--- src/rtl/in_fifo_pkg.sv ---
// Shared constants and pointer typing for the in_fifo codebase slice.
package in_fifo_pkg;

    localparam int DATA_WIDTH_DEF = 32;
    localparam int DEPTH_DEF      = 8;

    // Pointer width for a given depth: index bits plus one wrap bit.
    function automatic int ptr_width(input int depth);
        return $clog2(depth) + 1;
    endfunction

    // Pointer type for a FIFO built with the default depth.
    typedef logic [$clog2(DEPTH_DEF):0] ptr_t;

endpackage : in_fifo_pkg

--- src/rtl/in_fifo_mem.sv ---
// FIFO storage array: one synchronous write port, one asynchronous read port.
module in_fifo_mem #(
    parameter  int DATA_WIDTH = 32,
    parameter  int DEPTH      = 8,
    localparam int AW         = $clog2(DEPTH)
) (
    input  logic                  clk,
    input  logic                  i_we,
    input  logic [AW-1:0]         i_waddr,
    input  logic [DATA_WIDTH-1:0] i_wdata,
    input  logic [AW-1:0]         i_raddr,
    output logic [DATA_WIDTH-1:0] o_rdata
);

    logic [DATA_WIDTH-1:0] r_mem [DEPTH];

    // Write the addressed entry on a qualified push.
    // NOTE: storage has no reset; emptiness is tracked purely by the pointers,
    // so clearing the array would cost a reset net on every bit for no benefit.
    always_ff @(posedge clk) begin
        if (i_we) begin
            r_mem[i_waddr] <= i_wdata;
        end
    end

    // Asynchronous read gives first-word-fall-through at the head pointer.
    assign o_rdata = r_mem[i_raddr];

endmodule : in_fifo_mem

--- src/rtl/in_fifo.sv ---
// First-word-fall-through input FIFO: pointer, count and handshake logic.
// All status outputs are decoded from the pointer registers only, so there
// is no combinational path from in_valid/out_ready to in_ready/out_valid.
module in_fifo
    import in_fifo_pkg::*;
#(
    parameter int DATA_WIDTH = DATA_WIDTH_DEF,
    parameter int DEPTH      = DEPTH_DEF,
    parameter int AFULL_LVL  = DEPTH - 2
) (
    input  logic                    clk,
    input  logic                    reset_n,
    input  logic                    in_valid,
    output logic                    in_ready,
    input  logic [DATA_WIDTH-1:0]   in_data,
    output logic                    out_valid,
    input  logic                    out_ready,
    output logic [DATA_WIDTH-1:0]   out_data,
    input  logic                    flush,
    output logic [$clog2(DEPTH):0]  count,
    output logic                    afull
);

    localparam int            AW        = $clog2(DEPTH);
    localparam int            PW        = ptr_width(DEPTH);
    localparam logic [PW-1:0] AFULL_THR = PW'(AFULL_LVL);

    logic [PW-1:0]         r_wr_ptr;
    logic [PW-1:0]         r_rd_ptr;
    logic [PW-1:0]         w_count;
    logic                  w_full;
    logic                  w_empty;
    logic                  w_push;
    logic                  w_pop;
    logic                  w_we;
    logic [DATA_WIDTH-1:0] w_rd_data;

    // Full: same index, opposite wrap bit. Empty: identical pointers.
    assign w_full  = (r_wr_ptr[AW-1:0] == r_rd_ptr[AW-1:0]) &&
                     (r_wr_ptr[AW] != r_rd_ptr[AW]);
    assign w_empty = (r_wr_ptr == r_rd_ptr);

    // Occupancy falls out of modulo-2*DEPTH pointer subtraction.
    assign w_count = r_wr_ptr - r_rd_ptr;

    assign in_ready  = !w_full;
    assign out_valid = !w_empty;
    assign count     = w_count;
    assign afull     = (w_count >= AFULL_THR);
    assign out_data  = w_rd_data;

    // A full FIFO refuses writes even when a pop happens in the same cycle.
    assign w_push = in_valid && !w_full;
    assign w_pop  = out_ready && !w_empty;

    // A flushed push must not land in storage either.
    assign w_we = w_push && !flush;

    // Pointer update: reset and flush clear both, otherwise advance on handshakes.
    // NOTE: sequential state uses non-blocking assignments so every register
    // samples pre-edge values regardless of block ordering.
    always_ff @(posedge clk or negedge reset_n) begin
        if (!reset_n) begin
            r_wr_ptr <= '0;
            r_rd_ptr <= '0;
        end else if (flush) begin
            r_wr_ptr <= '0;
            r_rd_ptr <= '0;
        end else begin
            if (w_push) begin
                r_wr_ptr <= r_wr_ptr + PW'(1);
            end
            if (w_pop) begin
                r_rd_ptr <= r_rd_ptr + PW'(1);
            end
        end
    end

    in_fifo_mem #(
        .DATA_WIDTH (DATA_WIDTH),
        .DEPTH      (DEPTH)
    ) u_mem (
        .clk     (clk),
        .i_we    (w_we),
        .i_waddr (r_wr_ptr[AW-1:0]),
        .i_wdata (in_data),
        .i_raddr (r_rd_ptr[AW-1:0]),
        .o_rdata (w_rd_data)
    );

endmodule : in_fifo

--- config.mk ---
export PLATFORM = sky130hd
export DESIGN_NAME = in_fifo
export DESIGN_NICKNAME = d
export VERILOG_FILES = /design/src/rtl/in_fifo_pkg.sv /design/src/rtl/in_fifo_mem.sv /design/src/rtl/in_fifo.sv
export SDC_FILE = /design/constraint.sdc
export NUM_CORES = 1
export LEC_CHECK = 0
export ABC_AREA = 1
export CAP_MARGIN = 20
export CORE_ASPECT_RATIO = 0.5
export CORE_UTILIZATION = 50
export DETAILED_ROUTE_END_ITERATION = 16
export PLACE_DENSITY_LB_ADDON = 0.3
export SYNTH_ARGS = -nofsm -noshare
export SYNTH_HDL_FRONTEND = slang
export SYNTH_SLANG_ARGS = --single-unit
--- constraint.sdc ---
create_clock -name clk -period 3.3 [get_ports clk]
set_input_delay 0.66 -clock clk [delete_from_list [all_inputs] [get_ports clk]]
set_output_delay 0.66 -clock clk [all_outputs]
set_load 0.02 [all_outputs]
**Word-level counts from Yosys, hierarchy flattened**

Memories as Yosys holds them, arrays and structs flattened.
Index checks and enable logic that the tools add are counted.
Widths: inputs -> output; s select.

- Add/subtract/negate cells: 3
- $lt $le $gt $ge: 1
- Equality and inequality tests: 3
- Multiplexer cells: 6
- Reduce and logical (&&, ||, !) cells: 9

Operators with widths:

| cell | count |
|---|---|
| $mux 4 | 4 |
| $add 4x1->4 const B | 2 |
| $eq 4x4->1 | 1 |
| $ge 4x3->1 const B | 1 |
| $logic_and 1x1->1 | 4 |
| $reduce_bool 2->1 | 2 |
| $sub 4x4->4 | 1 |
| $eq 3x3->1 | 1 |
| $logic_not 1->1 | 3 |
| $mux 1 | 2 |
| $ne 1x1->1 | 1 |

- Register bits: 8
- RAM bits: 256
- Bits of input ports: 37
- Word-level logic and storage cells: 25
- Memories: 1

Memory list:

| memory | words | bits a word | rd ports | clocked after Yosys merged registers in | write ports | line | text |
|---|---|---|---|---|---|---|---|
| u_mem.r_mem | 8 | 32 | 1 | 0 | 1 | in_fifo_mem.sv:15 | `logic [DATA_WIDTH-1:0] r_mem [DEPTH];` |

**Depth between registers and ports, before layout**

Gate-level depths: netlist of run 1.

- Word-level depth: 7
- Gate-level depth with buffers: 12

**Cells and area by module**

A second synthesis of run 1 with hierarchy kept.

- Cell total of the unflattened synthesis: 1209
- Area total of the unflattened synthesis: 11881.4 sq um

Modules (own cells, without submodules):

| module | instances | cells each | area each (sq um) |
|---|---|---|---|
| in_fifo_mem | 1 | 1124 | 11232.0 |
| in_fifo | 1 | 85 | 649.4 |

**Worst setup path after synthesis of run 1**

Ideal clock, no wire load.

- Kind: flip-flop to flip-flop
- Start point: register r_rd_ptr[2]
- End point: memory u_mem.r_mem[2][0], enable pin
- Library setup time: 0.421 ns
- Data arrival time: 3.178 ns
- Path slack: -0.299 ns
- Stages on the path, launching flop included: 10
- Cell sequence: dfrtp_1 buf_2 inv_1 buf_1 ha_1 nand2_1 nor2_1 nand2_1 nand4_1 nor2_1

- Cells in the longest elaborated chain, start to end: 7

Ends and longest elaborated chain:

| element | line | text |
|---|---|---|
| from (decl) | in_fifo.sv:29 | `logic [PW-1:0] r_rd_ptr;` |
| from (signal assigned) | in_fifo.sv:74 | `r_rd_ptr <= r_rd_ptr + PW'(1);` |
| $eq 3x3->1 | in_fifo.sv:39 | `assign w_full = (r_wr_ptr[AW-1:0] == r_rd_ptr[AW-1:0]) &&` |
| $logic_and 1x1->1 | in_fifo.sv:39 |  |
| $logic_not 1->1 | - |  |
| named net in_ready | in_fifo.sv:14 | `output logic in_ready,` |
| $logic_and 1x1->1 | in_fifo.sv:53 | `assign w_push = in_valid && !w_full;` |
| $logic_and 1x1->1 | in_fifo.sv:57 | `assign w_we = w_push && !flush;` |
| $mux 1 | in_fifo_mem.sv:21 | `if (i_we) begin` |
| $mux 1 (not written as such) | in_fifo_mem.sv:22 | `r_mem[i_waddr] <= i_wdata;` |
| to (decl) | in_fifo_mem.sv:15 |  |

The timed path passes the listed nets, and every way through them passes these cells.

**Worst setup path after layout of run 1**

- Start point: register r_rd_ptr[0]
- End point: output port out_data[14]

- Cells in the longest elaborated chain, start to end: 1

Ends and longest elaborated chain:

| element | line | text |
|---|---|---|
| $mem_v2 8x32 | - |  |
| to (decl) | in_fifo.sv:18 | `output logic [DATA_WIDTH-1:0] out_data,` |

No other way between the ends.

==> reports/qor.yml, run 1 <==
setup_path:
  regToRegStartpoint: "r_wr_ptr[2]"
  crit_top_cell: "nand2_1"
  cp_slowest_stage_delay_ns: 0.62
  worstRegToRegCells: 8
  worst_setup_path_start_kind: "register"
  cp_cell_sequence: "buf_16 > nor2_1 > nor2_1 > o21ai_0 > nand2_1 > nand2_1 > nand2_1 > clkdlybuf4s50_1"
  critPathRequiredTime_ns: 2.64
  crit_end: "out_data[14]"
  endpoint_kind: "output port"
  r2r_slack_ns: 0.49
  critPathArrivalTime_ns: 2.52
  critical_path_class: "register to output port"
  cp_slowest_cell: "clkdlybuf4s50_1"
  r2r-end: "u_mem.r_mem[3][22]"
  worst-path-max-fanout: 72
  crit_start: "r_rd_ptr[0]"
route:
  wire_per_inst_um: 17.9
  drc_errors: 0
  firstDrtPassIters: 5
  vias: 7077
  via_per_inst: 5.33
  ant_nets: 0
  drt-initial-drc-count: 761
  drt_wl_total_um: 23700
yosys:
  synth.ff_latch_count: 264
  avgSynthCellArea_um2: 11.4
  synth_area_leader_cell: "edfxtp_1"
  yosys_warnings: 0
  async_flop_share: 0.0303
  synth.area.top_cells: "edfxtp_1 (71%), nor2_1 (9.3%), nand2_1 (6.8%)"
  syn_area_mm2: 0.0109
  synth.distinct_cells: 23
  synth-seq-area-share: 0.726
  synth_edf_count: 256
  synthCells: 955
  ys.flop_type: "edfxtp_1"
  yosysTopAreaCellShare: 0.708
  synth_nets: 998
clock_tree:
  clkTransAtPathRegs_ns: 0.07
  cts.htree.levels: 1
  cts.sinks: 264
  cts_made_buffers: 24
  post_cts_buffers: 0
  cts.path.max_buffers: 3
  clk-insertion-delay-late_ns: 0.53
  clock-root-buffer: "clkbuf_16"
  cts_tree: "built"
  cts-hold-fix-buffers: 0
grt:
  grt_max_degree: 73
  grt_use_met1: 0.307
  gr-usage-met3: 0.0304
  grt_pass1_wl_um: 36600
  use_met2: 0.342
  grt_pass1_vias: 6797
  top_usage_layer: "met2"
  grtUsageTotal: 0.213
  grt-ovfl-total: 0
  antenna_found_initial: 0
die:
  die_area_mm2: 0.0224
  io_pins: 76
  die_w_um: 210
  coreArea_mm2: 0.0209
  fp-row-count: 37
  start_util: 0.519
  die_h_um: 106
timing:
  worst_clock_skew_ns: 0.0196
  maxSlewHeadroom: 0.421
  tightest_slew_ns: 0.866
  fin_crit_sh: 0.962
  rsz0062_at_grt: "no"
  drv_slew: 0
  hold_violations: 0
  setup_tns_ns: 0
  setup-violations-final: 0
  layout_setup_ws_ns: 0.124
  fmax_mhz: 315
  min_period_ns: 3.18
worst_hold_path:
  worstHoldPathType: "input pin to async pin"
layout:
  final_common_cell: "nor2_1"
  finalNonFillerCells: 1328
  layout_common_cells: "nor2_1 (260), edfxtp_1 (256), nand2_1 (196)"
  layout-drive-gt1-share: 0.0656
  antenna_cells: 0
  final_nets: 1066
  design_area_mm2: 0.0127
  synthToLayoutAreaGrowth_pct: 17.3
place:
  port_buffers: 75
  place_ws_ns: 0.373
  place_hpwl_um: 13200
  dpl_cell_area_mm2: 0.0119
  globalplace.congestion: 0.814
  post-place-cells: 1288
job:
  maxCapViolations: 0
pwr:
  cellPowerDensity_mw_per_mm2: 621
  ir_drop_v: 0.000343
  p_leak_nw: 4.68
outcome:
  status: "finished, final reports clean"
## critical path: cells and delay by family, from the launching register on
kind	cells	cell delay, ns
compound gates	1	0.10
simple gates	5	0.42
flops	1	0.50
buf+inv	2	0.88
## routing by layer
layer  wire, µm  part of all wire  up-vias
met5          0                 0        -
met4        340             0.014        0
met3       1540             0.065       30
met2      11000              0.46      258
met1      10800              0.46     3398
li1           -                 -     3391
## report_power, final
| part | internal [mW] | leakage [nW] | switching (mW) | total (mW) |
|---|---|---|---|---|
| clock | 1.48 | 0.352 | 1.16 | 2.64 |
| sequential | 3.73 | 2.41 | 0.0271 | 3.76 |
| combinational | 0.573 | 1.91 | 0.943 | 1.52 |
| total | 5.79 | 4.68 | 2.13 | 7.91 |
## kinds of logic (layout without fill, tap and decap cells)
logic type | after synthesis | after routing | share of synthesized area
AOI/OAI and AO/OA | 129 | 129 | 0.0594
xor gates and xnor gates | 3 | 3 | 0.00242
adders and majority gates | 6 | 6 | 0.00760
buffers and inverters | 65 | 146 | 0.0319
DFF | 264 | 264 | 0.726
and+or+nand+nor | 488 | 488 | 0.172
## Yosys cell counts (2+ instances only)
| library cell | n |
|---|---|
| buf_1 | 3 |
| buf_2 | 20 |
| buf_4 | 7 |
| buf_6 | 6 |
| clkbuf_1 | 15 |
| clkbuf_2 | 3 |
| dfrtp_1 | 8 |
| edfxtp_1 | 256 |
| ha_1 | 5 |
| inv_1 | 9 |
| nand2_1 | 196 |
| nand3_1 | 15 |
| nand4_1 | 8 |
| nor2_1 | 268 |
| o21ai_0 | 90 |
| o21ai_1 | 38 |
| xor2_1 | 2 |
## worst min path at each step
stage	endpoint	slack, ns
finish	r_wr_ptr[3]	0.44
global route	r_wr_ptr[3]	0.45
CTS	r_wr_ptr[3]	0.44
detailed placement	r_rd_ptr[3]	0.58
global placement	r_rd_ptr[3]	0.57
floorplan	r_rd_ptr[0]	0.36
## sequential cells by signal (all words and copies together), names as in the netlist
signal / count
r_rd_ptr: 4
u_mem.r_mem: 256
r_wr_ptr: 4
## layout make-up
cell class | instances | area (µm²)
fill | 1622 | 8180
sequential | 264 | 7900
multi-input combinational | 626 | 2690
timing repair buffer | 96 | 1010
clock buffer | 27 | 612
tap | 292 | 365
clock inverter | 12 | 120
inverter | 11 | 46.3
## through the flow
stage	hold slack (ns)	total power [mW]	utilization
finish	0.442	7.91	0.609
global route	0.452	8.21	0.609
floorplan	0.364	4.75	-
detailed placement	0.583	5.31	0.571
CTS	0.437	7.91	0.606
global placement	0.570	5.28	0.571
## repair_timing
action                                  4_1_cts  5_1_grt
pin swaps                                     0        0
gates resized for setup                       4       11
endpoints found under the setup margin       14       20
cloned                                        0        1
Power figures use the tool's default switching activity.
==> inputs of run 2 (changes only) <==
Settings changed: CELL_PAD_IN_SITES_DETAIL_PLACEMENT set to 1, CELL_PAD_IN_SITES_GLOBAL_PLACEMENT set to 1, CORE_UTILIZATION 50 to 43.
==> run 2 against run 1 <==
Compared with the run above: wire length up 21%; fmax down 0.79%; clock skew down 0.0051 ns; power up 0.25%; global-route usage up 1.1 points; design area up 0.91%; setup slack worse by 0.025 ns; register-to-register slack worse by 0.05 ns; critical path depth down 1; largest power group unchanged.
==> reports/qor.yml, run 2 (synthesized netlist as in run 1, its figures left out) <==
outcome:
  status: "finished, final reports clean"  # unchanged
die:
  io_pins: 76  # unchanged
  die_h_um: 114  # was 106 µm
  die_area_mm2: 0.0259  # was 0.0224 mm²
  die_w_um: 227  # was 210 µm
  fp-row-count: 40  # was 37
  start_util: 0.446  # was 0.519
  coreArea_mm2: 0.0244  # was 0.0209 mm²
setup_path:
  crit_start: "r_rd_ptr[0]"  # unchanged
  critical_path_class: "register to output port"  # unchanged
  regToRegStartpoint: "r_wr_ptr[2]"  # unchanged
  r2r_slack_ns: 0.44  # was 0.49 ns
  endpoint_kind: "output port"  # unchanged
  critPathRequiredTime_ns: 2.64  # about the same
  worst_setup_path_start_kind: "register"  # unchanged
  worst-path-max-fanout: 44  # was 72
  critPathArrivalTime_ns: 2.54  # was 2.52 ns
timing:
  min_period_ns: 3.20  # was 3.18 ns
  timing.hold.ws_ns: 0.440  # was 0.442 ns
  hold_violations: 0  # unchanged
  maxSlewHeadroom: 0.351  # was 0.421
  tightest_slew_ns: 0.971  # was 0.866 ns
  drv_slew: 0  # unchanged
  fmax_mhz: 312  # was 315 MHz
  rsz0062_at_grt: "no"  # unchanged
  worst_clock_skew_ns: 0.0145  # was 0.0196 ns
  setup-violations-final: 0  # unchanged
  fin_crit_sh: 0.970  # was 0.962
grt:
  grt_pass1_wl_um: 43700  # was 36,600 µm
  top_usage_layer: "met2"  # unchanged
  grt-ovfl-total: 0  # unchanged
  antenna_found_initial: 0  # unchanged
  grtUsageTotal: 0.224  # was 0.213
  grt_use_met1: 0.311  # was 0.307
  grt_max_degree: 67  # was 73
  gr-usage-met3: 0.0280  # was 0.0304
  use_met2: 0.381  # was 0.342
  grt_pass1_vias: 7693  # was 6,797
worst_hold_path:
  worstHoldPathType: "input pin to async pin"  # unchanged
clock_tree:
  cts_made_buffers: 24  # unchanged
  clkTransAtPathRegs_ns: 0.07  # about the same
  cts.htree.levels: 1  # unchanged
  cts_tree: "built"  # unchanged
  cts.path.max_buffers: 3  # unchanged
  clk-insertion-delay-late_ns: 0.52  # was 0.53 ns
  clock-root-buffer: "clkbuf_16"  # unchanged
  cts.sinks: 264  # unchanged
layout:
  antenna_cells: 0  # unchanged
  utilization: 0.528  # was 0.609
  final_nets: 1074  # was 1,066
  n_fill_cell: 2557  # was 1,622
  synthToLayoutAreaGrowth_pct: 18.4  # was 17.3%
  multiInputGateArea_mm2: 0.00269  # unchanged
  layout_common_cells: "nor2_1 (260), edfxtp_1 (256), nand2_1 (196)"  # unchanged
  largest_reg_flops: 256  # unchanged
  ff_latch_area_mm2: 0.00790  # about the same
  layout-drive-gt1-share: 0.0708  # was 0.0656
  top_regs: "u_mem.r_mem x256, r_rd_ptr x4, r_wr_ptr x4"  # unchanged
  regMostFlops: "u_mem.r_mem"  # unchanged
  final_common_cell: "nor2_1"  # unchanged
job:
  maxCapViolations: 0  # unchanged
route:
  via_per_inst: 5.24  # was 5.33
  drc_errors: 0  # unchanged
  firstDrtPassIters: 4  # was 5
  wire_per_inst_um: 20.8  # was 17.9 µm
  drt_wl_total_um: 28700  # was 23,700 µm
  drt-initial-drc-count: 469  # was 761
  ant_nets: 0  # unchanged
  vias: 7235  # was 7,077
pwr:
  cellPowerDensity_mw_per_mm2: 617  # was 621 mW/mm²
  p_leak_nw: 4.77  # was 4.68 nW
  ir_drop_v: 0.000329  # was 0.000343 V
  finalPower_mw: 7.93  # was 7.91 mW
place:
  globalplace.congestion: 0.776  # was 0.814
  port_buffers: 75  # unchanged
  place_hpwl_um: 16500  # was 13,200 µm
## run 2: cell types whose count changed in the layout (fill, tap and decap cells not counted), moves of 2 or more
cell / delta
clkbuf_1: +3
buf_4: +5
dlymetal6s2s_1: +7
bufinv_16: -2
clkinv_2: +2
clkdlybuf4s50_1: -7
## run 2: path summary, 6_finish.rpt
path	to	cells after the start
max	out_data[28]	7
min	r_wr_ptr[1]	1
max reg2reg	u_mem.r_mem[5][6]	8
min reg2reg	r_rd_ptr[3]	2
max in group asynchronous	r_rd_ptr[0]	1
min in group clk	r_rd_ptr[3]	2
## run 2: through the flow
stage,worst slack (ns),instances,TNS (ns),cell area (µm²)
floorplan,-0.299,955,-76.01,10900
global placement,0.359,1338,0,12000
detailed placement,0.264,1338,0,12000
CTS,0.000853,1378,0,12700
global route,0.00171,1381,0,12900
finish,0.0990,1381,0,12900
## run 2: metal layers
layer | up-vias | routed length, µm
met4 | 0 | 451
met5 | - | 0
li1 | 3413 | -
met1 | 3669 | 13500
met2 | 122 | 13900
met3 | 31 | 851
## run 2: critical path, cell delays in order, from the launching register on
cell	delay, ns
dfrtp_4	0.59
clkinv_8	0.16
buf_16	0.21
o21ai_0	0.25
nand2_1	0.09
nand2_1	0.07
nand2_1	0.08
clkdlybuf4s50_1	0.54
## run 2: cell type report
type	instances	share of cell area
Tap cell	336	0.0327
Clock buffer	31	0.0504
Timing Repair inverter	1	0.000681
Multi-Input combinational cell	626	0.209
Clock inverter	9	0.00321
Inverter	11	0.00418
Sequential cell	264	0.614
Timing Repair Buffer	103	0.0856
## run 2: repair_timing
action                                  CTS  global route
resized for setup                         7            22
hold buffers                              0             0
setup buffers                             0             1
cloned                                    0             2
endpoints found under the setup margin   22            20
endpoints found under the hold margin     0             0
## run 2: power by group
| group | internal, mW | switching, mW | total, mW |
|---|---|---|---|
| logic | 0.595 | 0.999 | 1.59 |
| clock network | 1.38 | 1.19 | 2.57 |
| registers | 3.73 | 0.0400 | 3.77 |
==> inputs of run 3 (changes only) <==
Settings changed: CORE_UTILIZATION 43 to 30, PLACE_DENSITY set to 0.67, PLACE_DENSITY_LB_ADDON 0.3 to not set.
==> run 3 against run 2 <==
Compared with the run above: wire length is 2.6% higher; sequential share of layout area is 1.9 points lower; clock skew is 0.0066 ns higher; first-iteration DRC count is 28% higher; fmax is 0.55% lower; global-route usage is 7.0 points lower; die area is 43% higher; sequential cell count stayed put; core utilization is 15 points lower; critical path depth is 2 lower; worst hold slack worse by 0.010 ns; register-to-register slack better by 0.12 ns; largest power group unchanged.
==> reports/qor.yml, run 3 (synthesized netlist as in run 1, its figures left out) <==
outcome:
  status: "finished, final reports clean"  # unchanged
die:
  coreArea_mm2: 0.0351  # was 0.0244 mm²
  fp-row-count: 48  # was 40
  die_w_um: 271  # was 227 µm
  die_area_mm2: 0.0370  # was 0.0259 mm²
  start_util: 0.310  # was 0.446
  die_h_um: 137  # was 114 µm
  io_pins: 76  # unchanged
grt:
  grt_max_degree: 65  # was 67
  antenna_found_initial: 0  # unchanged
  grt_pass1_vias: 7530  # was 7,693
  grtUsageTotal: 0.154  # was 0.224
  grt_pass1_wl_um: 43900  # was 43,700 µm
  grt-ovfl-total: 0  # unchanged
timing:
  tightest_slew_ns: 0.841  # was 0.971 ns
  rsz0062_at_grt: "no"  # unchanged
  hold_violations: 0  # unchanged
  timing.hold.ws_ns: 0.430  # was 0.440 ns
  maxSlewHeadroom: 0.438  # was 0.351
  drv_slew: 0  # unchanged
  min_period_ns: 3.22  # was 3.20 ns
  worst_clock_skew_ns: 0.0211  # was 0.0145 ns
  setup-violations-final: 0  # unchanged
  fin_crit_sh: 0.975  # was 0.970
  fmax_mhz: 311  # was 312 MHz
  layout_setup_ws_ns: 0.0814  # was 0.0990 ns
worst_hold_path:
  worstHoldPathType: "input pin to async pin"  # unchanged
layout:
  utilization: 0.378  # was 0.528
  final_common_cell: "nor2_1"  # unchanged
  regMostFlops: "u_mem.r_mem"  # unchanged
  layout-drive-gt1-share: 0.0821  # was 0.0708
  multiInputGateArea_mm2: 0.00269  # unchanged
  final_nets: 1082  # was 1,074
  layout_common_cells: "nor2_1 (260), edfxtp_1 (256), nand2_1 (196)"  # unchanged
  antenna_cells: 0  # unchanged
  synthToLayoutAreaGrowth_pct: 22.2  # was 18.4%
  n_fill_cell: 3815  # was 2,557
  top_regs: "u_mem.r_mem x256, r_rd_ptr x4, r_wr_ptr x4"  # unchanged
  ff_latch_area_mm2: 0.00790  # unchanged
  largest_reg_flops: 256  # unchanged
route:
  wire_per_inst_um: 19.2  # was 20.8 µm
  firstDrtPassIters: 4  # unchanged
  via_per_inst: 4.79  # was 5.24
  drt-initial-drc-count: 602  # was 469
  drt_wl_total_um: 29400  # was 28,700 µm
  drc_errors: 0  # unchanged
  vias: 7352  # was 7,235
  ant_nets: 0  # unchanged
place:
  place_ws_ns: 0.368  # was 0.264 ns
  place_hpwl_um: 15100  # was 16,500 µm
  port_buffers: 75  # unchanged
  globalplace.congestion: 0.789  # was 0.776
setup_path:
  worst-path-max-fanout: 4  # was 44
  endpoint_kind: "output port"  # unchanged
  r2r_slack_ns: 0.56  # was 0.44 ns
  crit_start: "r_rd_ptr[0]"  # unchanged
  critical_path_class: "register to output port"  # unchanged
  critPathRequiredTime_ns: 2.64  # about the same
  worstRegToRegCells: 9  # was 8
  worst_setup_path_start_kind: "register"  # unchanged
  critPathArrivalTime_ns: 2.56  # was 2.54 ns
  regToRegStartpoint: "r_rd_ptr[0]"  # was r_wr_ptr[2]
  crit_end: "count[1]"  # was out_data[28]
  r2r-end: "u_mem.r_mem[6][14]"  # was u_mem.r_mem[5][6]
clock_tree:
  clk-insertion-delay-late_ns: 0.54  # was 0.52 ns
  cts.htree.levels: 1  # unchanged
  cts-hold-fix-buffers: 0  # unchanged
  cts.sinks: 264  # unchanged
  clkTransAtPathRegs_ns: 0.07  # about the same
  cts_made_buffers: 27  # was 24
  cts_tree: "built"  # unchanged
  clock-root-buffer: "clkbuf_16"  # unchanged
  cts.path.max_buffers: 3  # unchanged
job:
  maxCapViolations: 0  # unchanged
pwr:
  cellPowerDensity_mw_per_mm2: 633  # was 617 mW/mm²
  ir_drop_v: 0.000302  # was 0.000329 V
  p_leak_nw: 4.88  # was 4.77 nW
run 3: cell type report:
type / instances / share of cell area
timing repair inverter: 1 / 0.000660
sequential: 264 / 0.595
inverter: 11 / 0.00405
tap: 475 / 0.0448
clock buffer: 36 / 0.0550
timing repair buffer: 108 / 0.0891
multi-input combinational: 626 / 0.203
clock inverter: 14 / 0.00896
run 3: per-layer routing:
layer / vias to the layer above / share of wire / track usage
li1: 3426 / - / -
met1: 3815 / 0.46 / 0.198
met2: 90 / 0.50 / 0.280
met3: 21 / 0.028 / 0.0205
met5: - / 0 / 0
met4: 0 / 0.0090 / 0.0278
run 3: worst min path at each step:
stage / startpoint / to / slack [ns] / depth (start not counted)
after CTS: reset_n / r_rd_ptr[2] / 0.43 / 1
after global placement: r_rd_ptr[3] / r_rd_ptr[3] / 0.57 / 2
after global routing: reset_n / r_wr_ptr[2] / 0.44 / 1
final: reset_n / r_wr_ptr[2] / 0.43 / 1
after detailed placement: r_rd_ptr[3] / r_rd_ptr[3] / 0.58 / 2
after floorplan: reset_n / r_rd_ptr[0] / 0.36 / 0
run 3: where the power goes:
group	leakage (nW)	total, mW	switching, mW	internal (mW)
sequential	2.41	3.75	0.0228	3.73
combinational	2.05	1.69	1.05	0.644
clock	0.413	2.96	1.25	1.71
run 3: stage by stage:
stage	std cells	instance area [µm²]	power, mW	setup TNS (ns)
final	1535	13300	8.40	0
after floorplan	955	10900	4.75	-76.01
after CTS	1528	13200	8.41	0
after global placement	1473	12200	5.33	0
after detailed placement	1473	12200	5.38	0
after global routing	1535	13300	8.73	0
run 3: timing repair:
action                                  4_1_cts  5_1_grt
endpoints found under the setup margin       34       29
gates cloned                                  2        2
gates resized for setup                       7       13
buffers inserted                              3        5
hold endpoints to repair                      0        0
run 3: critical path: stages, from the launching register on:
cell             delay, ns
dfrtp_4               0.51
buf_2                 0.18
ha_1                  0.21
fa_1                  0.44
inv_1                 0.09
clkdlybuf4s50_1       0.61
